`src/rtl/wb_pkg.sv`:
```
// wb_pkg -- shared types and sizes for the writeback arbiter.
//   XLEN          : datapath width
//   REG_ADDR_W    : register address width
//   NUM_REGS      : number of architectural registers (busy vector width)
//   WB_FIFO_DEPTH : depth of the load-result buffer
//   wb_entry_t    : one pending writeback {rd, data}
package wb_pkg;
    localparam int XLEN          = 32;
    localparam int REG_ADDR_W    = 5;
    localparam int NUM_REGS      = 1 << REG_ADDR_W;
    localparam int WB_FIFO_DEPTH = 2;

    typedef struct packed {
        logic [REG_ADDR_W-1:0] rd;
        logic [XLEN-1:0]       data;
    } wb_entry_t;
endpackage

```
`src/rtl/wb_fifo.sv`:
```
// wb_fifo -- small in-order buffer of wb_entry_t used for load results.
// Ports:
//   clk, rst_n        : clock, asynchronous active-low reset (empties buffer)
//   push, pushEntry   : enqueue request and payload (ignored when full)
//   pop               : dequeue request (ignored when empty)
//   headEntry         : oldest entry, valid when !empty
//   full, empty       : occupancy flags
// Push and pop in the same cycle both take effect.
module wb_fifo
    import wb_pkg::*;
#(
    parameter int DEPTH = WB_FIFO_DEPTH
) (
    input  logic      clk,
    input  logic      rst_n,
    input  logic      push,
    input  wb_entry_t pushEntry,
    input  logic      pop,
    output wb_entry_t headEntry,
    output logic      full,
    output logic      empty
);
    localparam int PTR_W = (DEPTH > 1) ? $clog2(DEPTH) : 1;
    localparam int CNT_W = $clog2(DEPTH + 1);

    wb_entry_t           storage [DEPTH];
    logic [PTR_W-1:0]    wrPtr;
    logic [PTR_W-1:0]    rdPtr;
    logic [CNT_W-1:0]    count;
    logic                doPush;
    logic                doPop;

    assign full   = (count == CNT_W'(DEPTH));
    assign empty  = (count == '0);
    assign doPush = push && !full;
    assign doPop  = pop && !empty;
    assign headEntry = storage[rdPtr];

    function automatic logic [PTR_W-1:0] ptrInc(input logic [PTR_W-1:0] p);
        return (p == PTR_W'(DEPTH - 1)) ? '0 : p + PTR_W'(1);
    endfunction

    // Payload storage carries no reset; occupancy alone decides validity.
    always_ff @(posedge clk) begin
        if (doPush) begin
            storage[wrPtr] <= pushEntry;
        end
    end

    always_ff @(posedge clk or negedge rst_n) begin
        if (!rst_n) begin
            wrPtr <= '0;
            rdPtr <= '0;
            count <= '0;
        end else begin
            if (doPush) wrPtr <= ptrInc(wrPtr);
            if (doPop)  rdPtr <= ptrInc(rdPtr);
            case ({doPush, doPop})
                2'b10:   count <= count + CNT_W'(1);
                2'b01:   count <= count - CNT_W'(1);
                default: count <= count;
            endcase
        end
    end
endmodule

```
`src/rtl/regfile_wb.sv`:
```
// regfile_wb -- writeback arbiter between ALU and load unit, with a
// per-register busy scoreboard.
// Ports:
//   clk, rst_n                  : clock, asynchronous active-low reset
//   alu_valid/alu_rd/alu_data   : ALU result, always accepted, top priority
//   lsu_valid/lsu_rd/lsu_data   : load result, accepted when lsu_ready
//   lsu_ready                   : load buffer not full
//   issue_valid/issue_rd        : destination being issued (sets busy bit)
//   wen/regW_sel/regW_i         : registered regfile write port
//   busy_o                      : pending-write bit per register (bit 0 tied 0)
//   regA_*/regB_*               : read-port forwarding, only when WB_BYPASS_EN
// Optional feature macro: WB_BYPASS_EN (adds forwarding of the write port
// onto the two read ports).
module regfile_wb
    import wb_pkg::*;
(
    input  logic                  clk,
    input  logic                  rst_n,
    input  logic                  alu_valid,
    input  logic [REG_ADDR_W-1:0] alu_rd,
    input  logic [XLEN-1:0]       alu_data,
    input  logic                  lsu_valid,
    output logic                  lsu_ready,
    input  logic [REG_ADDR_W-1:0] lsu_rd,
    input  logic [XLEN-1:0]       lsu_data,
    input  logic                  issue_valid,
    input  logic [REG_ADDR_W-1:0] issue_rd,
    output logic                  wen,
    output logic [REG_ADDR_W-1:0] regW_sel,
    output logic [XLEN-1:0]       regW_i,
    output logic [NUM_REGS-1:0]   busy_o
`ifdef WB_BYPASS_EN
    ,
    input  logic [REG_ADDR_W-1:0] regA_sel,
    input  logic [REG_ADDR_W-1:0] regB_sel,
    input  logic [XLEN-1:0]       regA_i,
    input  logic [XLEN-1:0]       regB_i,
    output logic [XLEN-1:0]       regA_o,
    output logic [XLEN-1:0]       regB_o
`endif
);
    wb_entry_t             lsuEntry;
    wb_entry_t             fifoHead;
    wb_entry_t             selEntry;
    logic                  fifoFull;
    logic                  fifoEmpty;
    logic                  lsuPush;
    logic                  lsuPop;
    logic                  selValid;

    logic                  wenReg;
    logic [REG_ADDR_W-1:0] regWSelReg;
    logic [XLEN-1:0]       regWDataReg;
    logic [NUM_REGS-1:0]   busyReg;
    logic [NUM_REGS-1:0]   setMask;
    logic [NUM_REGS-1:0]   clrMask;

    assign lsuEntry  = '{rd: lsu_rd, data: lsu_data};
    assign lsu_ready = !fifoFull;
    assign lsuPush   = lsu_valid && !fifoFull;
    // The buffer only drains in cycles the ALU leaves free.
    assign lsuPop    = !alu_valid && !fifoEmpty;

    wb_fifo #(.DEPTH(WB_FIFO_DEPTH)) loadBuf (
        .clk       (clk),
        .rst_n     (rst_n),
        .push      (lsuPush),
        .pushEntry (lsuEntry),
        .pop       (lsuPop),
        .headEntry (fifoHead),
        .full      (fifoFull),
        .empty     (fifoEmpty)
    );

    always_comb begin
        selValid = 1'b0;
        selEntry = '0;
        if (alu_valid) begin
            selValid = 1'b1;
            selEntry = '{rd: alu_rd, data: alu_data};
        end else if (!fifoEmpty) begin
            selValid = 1'b1;
            selEntry = fifoHead;
        end
    end

    // A selected rd==0 result is consumed but never raises wen; address
    // and data hold whenever nothing is selected.
    always_ff @(posedge clk or negedge rst_n) begin
        if (!rst_n) begin
            wenReg      <= 1'b0;
            regWSelReg  <= '0;
            regWDataReg <= '0;
        end else begin
            wenReg <= selValid && (selEntry.rd != '0);
            if (selValid) begin
                regWSelReg  <= selEntry.rd;
                regWDataReg <= selEntry.data;
            end
        end
    end

    assign wen      = wenReg;
    assign regW_sel = regWSelReg;
    assign regW_i   = regWDataReg;

    // Register 0 never gets a set or clear, so its busy bit stays 0.
    assign setMask[0] = 1'b0;
    assign clrMask[0] = 1'b0;
    generate
        for (genvar gi = 1; gi < NUM_REGS; gi++) begin : genBusyMask
            assign setMask[gi] = issue_valid && (issue_rd == REG_ADDR_W'(gi));
            assign clrMask[gi] = wenReg && (regWSelReg == REG_ADDR_W'(gi));
        end
    endgenerate

    // Set wins over clear: a re-issue in the commit cycle stays pending.
    always_ff @(posedge clk or negedge rst_n) begin
        if (!rst_n) begin
            busyReg <= '0;
        end else begin
            busyReg <= (busyReg & ~clrMask) | setMask;
        end
    end

    assign busy_o = busyReg;

`ifdef WB_BYPASS_EN
    assign regA_o = (wenReg && (regA_sel != '0) && (regA_sel == regWSelReg)) ? regWDataReg : regA_i;
    assign regB_o = (wenReg && (regB_sel != '0) && (regB_sel == regWSelReg)) ? regWDataReg : regB_i;
`endif
endmodule

```
`config.mk`:
```
export PLATFORM = sky130hd
export DESIGN_NAME = regfile_wb
export DESIGN_NICKNAME = d
export VERILOG_FILES = /design/src/rtl/wb_pkg.sv /design/src/rtl/wb_fifo.sv /design/src/rtl/regfile_wb.sv
export SDC_FILE = /design/constraint.sdc
export NUM_CORES = 1
export LEC_CHECK = 0
export CAP_MARGIN = 20
export CELL_PAD_IN_SITES_DETAIL_PLACEMENT = 1
export CELL_PAD_IN_SITES_GLOBAL_PLACEMENT = 1
export CORE_ASPECT_RATIO = 0.75
export CORE_MARGIN = 5
export CORE_UTILIZATION = 35
export DETAILED_ROUTE_END_ITERATION = 6
export HOLD_SLACK_MARGIN = 0.02
export PLACE_DENSITY = 0.84
export SLEW_MARGIN = 20
export SYNTH_ARGS = -nofsm -noshare
export SYNTH_HDL_FRONTEND = slang
export SYNTH_HIERARCHICAL = 1
export SYNTH_SLANG_ARGS = --single-unit
```
`constraint.sdc`:
```
create_clock -name clk -period 2.5 [get_ports clk]
set_input_delay 0.375 -clock clk [delete_from_list [all_inputs] [get_ports clk]]
set_output_delay 0.375 -clock clk [all_outputs]
set_load 0.03 [all_outputs]
```
==> impl_summary.txt <==
----------------------------------------------------
[Clocking]
  CTS tree ... built
  Clk root buf ... sky130_fd_sc_hd__clkbuf_16
  Clock Latency Late Sink ... 0.42 ns
  Clock transition at path regs ... 0.05 ns
  Number of gates resized after CTS ... 0
  H-tree depth ... 4
  Number of clock sinks ... 147
  Count of buffers added by post-CTS timing repair for setup ... 0
  Clock buffers created by TritonCTS ... 17
  Max clock buf depth ... 2
  Post-CTS Hold Fix Bufs ... 1

[Floorplan]
  Die Area ... 19,800 µm²
  Initial cell density of the core ... 35.6%
  IO Count ... 155
  Die Span X ... 161 µm
  Chip height ... 123 µm
  Cell row count ... 41
  Core Footprint ... 16,800 µm²

[Timing]
  Unrepaired setup endpoints after global routing ... no
  Worst Hold Slack ... 0.280 ns
  Worst-case clock skew ... 0.0169 ns
  Final max-slew violation count ... 0
  Setup TNS ... 0 ns
  Maximum clock rate ... 449 MHz
  Tightest Pin Transition ... 0.733 ns
  Final worst-path cycle share ... 89.1%
  Final setup vio count ... 0
  Count of final hold-check violations ... 0
  Final worst path period need ... 2.23 ns
  Relative max-transition margin ... 51.2%

[Critical path]
  Startpoint type of the worst setup path ... flip-flop
  Count of buffer and inverter cells on the critical path ... 3
  Start-to-end type of the worst setup path ... reg -> out
  Highest fanout seen on the critical path ... 4
  Required time of the critical path ... 2.12 ns
  Data arrival time of the worst path ... 1.85 ns
  CP endpoint kind ... output port
  Cell family with the largest share of critical-path delay ... buffers and inverters
  Max incr delay on CP ... 0.67 ns
  Ordered cell list for the critical path ... nand2b_1, inv_1, inv_1, clkdlybuf4s50_1
  Most used cell along the critical path ... sky130_fd_sc_hd__inv_1
  Slowest cell on the critical path ... sky130_fd_sc_hd__clkdlybuf4s50_1

[Detailed routing]
  Drt first pass iters ... 4
  Total wire length after detailed routing ... 16,600 µm
  DRT antenna net count ... 0
  Initial DRC Count ... 331
  Routed vias/inst ... 4.95
  Via count ... 4,056
  Detailed-route wire length per cell ... 20.2 µm
  Residual DRC count ... 0

[Global route]
  Largest net degree at the start of global routing ... 76
  Tot GR Track Use ... 17.2%
  Number of global-route vias before repair ... 4,676
  Number of antenna violations at the first check in global routing ... 0
  Remaining Overflow, GRT ... 0
  First-pass GRT wire length ... 26,000 µm

[Yosys]
  Mean cell area of the mapped netlist ... 14.1 µm²
  Cell area after synthesis ... 5980 µm²
  Fraction of synthesis flops using an asynchronous set or reset pin ... 49.7%
  Synth Net Count ... 510
  Most instantiated library cell after synthesis ... sky130_fd_sc_hd__edfxtp_1
  EDFF count, synth ... 74
  Area share of the largest cell type after synthesis ... 37.2%
  Yosys synthesis warning count ... 6
  Proportion of synthesized chip area in sequential cells ... 67.7%
  Cells after Synth ... 425
  Number of distinct library cell variants in the gate-level netlist after synthesis ... 31
  Dominant synthesized flop cell ... sky130_fd_sc_hd__edfxtp_1
  Largest area contributor in the synthesized netlist ... sky130_fd_sc_hd__edfxtp_1
  Most numerous cell types in the synthesized netlist ... 74 x sky130_fd_sc_hd__edfxtp_1, 73 x sky130_fd_sc_hd__dfrtp_1, 53 x sky130_fd_sc_hd__o21ai_1
  Flip-flop and latch count after synthesis ... 147
  Top cells by area in the synthesized netlist ... sky130_fd_sc_hd__edfxtp_1 37%, sky130_fd_sc_hd__dfrtp_1 31%, sky130_fd_sc_hd__mux2i_1 6.2%

[Power]
  Leakage Power ... 3.13 nW
  Proportion of power drawn by flip-flops and latches ... 37.7%
  Combinational power share ... 39.8%
  Overall power consumption ... 10.2 mW
  Internal portion of total power ... 6.55 mW
  Net switching share of the total power ... 35.9%
  Net switching power ... 3.67 mW
  Clock power share ... 22.5%
  Pwr dens ... 1230 nW/µm²
  Worst ir drop on vdd ... 0.479 mV

[Place]
  Routability cong. ... 0.838
  Number of I/O port buffers ... 153
  Post-detail-place hpwl ... 12,100 µm

[Cells and area]
  Share of layout cells above drive strength 1 ... 13.2%
  Post-layout net count ... 676
  Multi-input logic area ... 1830 µm²
  Post-route core utilization ... 49.5%
  Number of antenna diodes ... 0
  Sequential cell area in the final layout ... 4050 µm²
  Fillers ... 1,699
  Layout overhead on the synthesized area ... 38.8%

[Hold path]
  Min-Delay Path Class ... in -> reg

[Flow run]
  Number of max-cap violations ... 0

[Status]
  Run status ... completed

----------------------------------------------------
[sequential cells by signal, summed over array words and instances (netlist names)]
name,count
loadBuf/wrPtr,1
loadBuf/rdPtr,1
regW_sel,5
busy_o,31
wen,1
loadBuf/storage,74
loadBuf/count,2
regW_i,32
[path summary, 6_finish.rpt]
kind	cells past startpoint	to	slack, ns	start
setup / recovery	4	lsu_ready	0.27	loadBuf/count[0]
hold / removal	4	wen	0.28	alu_valid
setup reg to reg	4	regW_i[13]	0.63	loadBuf/rdPtr
hold reg to reg	2	busy_o[4]	0.52	busy_o[4]
max in group asynchronous	3	busy_o[5]	1.23	rst_n
min in group asynchronous	2	busy_o[14]	0.58	rst_n
[area by class of cell]
| type | instances | share of cell area [%] |
|---|---|---|
| Sequential cell | 147 | 48.8 |
| Multi-Input combinational cell | 259 | 22.1 |
| Timing Repair Buffer | 164 | 19.4 |
| Clock buffer | 27 | 6.08 |
| Tap cell | 215 | 3.24 |
| Clock inverter | 5 | 0.317 |
| Inverter | 2 | 0.0905 |
[tightest hold or removal path, stage by stage]
cell and delay, ns:
sky130_fd_sc_hd__buf_2 0.09, sky130_fd_sc_hd__nor2_1 0.06, sky130_fd_sc_hd__o21ai_1 0.07, sky130_fd_sc_hd__nand2_1 0.06
[power by group through the flow]
stage	Combinational (mW)	Clock, mW	Sequential, mW
after floorplan	1.71	0	4.60
after global placement	3.97	0	3.83
after detailed placement	4.10	0	3.90
after CTS	4.13	2.36	3.86
after global routing	4.33	2.50	3.93
final	4.06	2.30	3.85
[per-layer routing]
layer  part of all wire [%]  GRT usage, %
met1                     43          21.2
met2                     49          28.6
met3                    5.1          5.20
met4                    2.8          7.41
met5                      0             0
[cells in the final DEF (no fill, tap or decap), types with 3 or more instances in the layout]
cell type	count
sky130_fd_sc_hd__buf_4	11
sky130_fd_sc_hd__nor2_1	3
sky130_fd_sc_hd__edfxtp_1	74
sky130_fd_sc_hd__clkbuf_1	7
sky130_fd_sc_hd__clkbuf_16	18
sky130_fd_sc_hd__dfrtp_1	72
sky130_fd_sc_hd__mux2i_1	37
sky130_fd_sc_hd__nand4bb_1	3
sky130_fd_sc_hd__nand2_1	44
sky130_fd_sc_hd__nand2b_1	5
sky130_fd_sc_hd__mux2_2	17
sky130_fd_sc_hd__clkdlybuf4s50_1	151
sky130_fd_sc_hd__o21ai_1	53
sky130_fd_sc_hd__xnor2_1	3
sky130_fd_sc_hd__nand4b_1	3
sky130_fd_sc_hd__nand3_1	4
sky130_fd_sc_hd__clkinv_2	4
sky130_fd_sc_hd__nor2b_1	4
sky130_fd_sc_hd__mux2_4	20
sky130_fd_sc_hd__o21ai_0	48
[per-stage QoR]
step / instances / area, µm² / setup slack [ns]
after detailed placement: 786 / 7760 / 0.512
after floorplan: 425 / 5980 / 0.310
after CTS: 819 / 8300 / 0.228
after global placement: 786 / 7760 / 0.577
after global routing: 819 / 8300 / 0.152
final: 819 / 8300 / 0.273
[logic make-up (layout without fill, tap and decap cells)]
group	count (synthesis)	count (layout)	share of synthesized area, %
buffers and inverters	19	198	1.88
AO/OA/AOI/OAI	101	101	8.46
AND/OR/NAND/NOR	77	77	6.51
XOR/XNOR	5	5	0.733
multiplexers	74	74	14.4
other	1	1	0.0627
flip-flops	147	147	67.7
adder cells (fa/ha/maj)	1	1	0.209
Note: power is estimated with default switching activity, not from simulation.
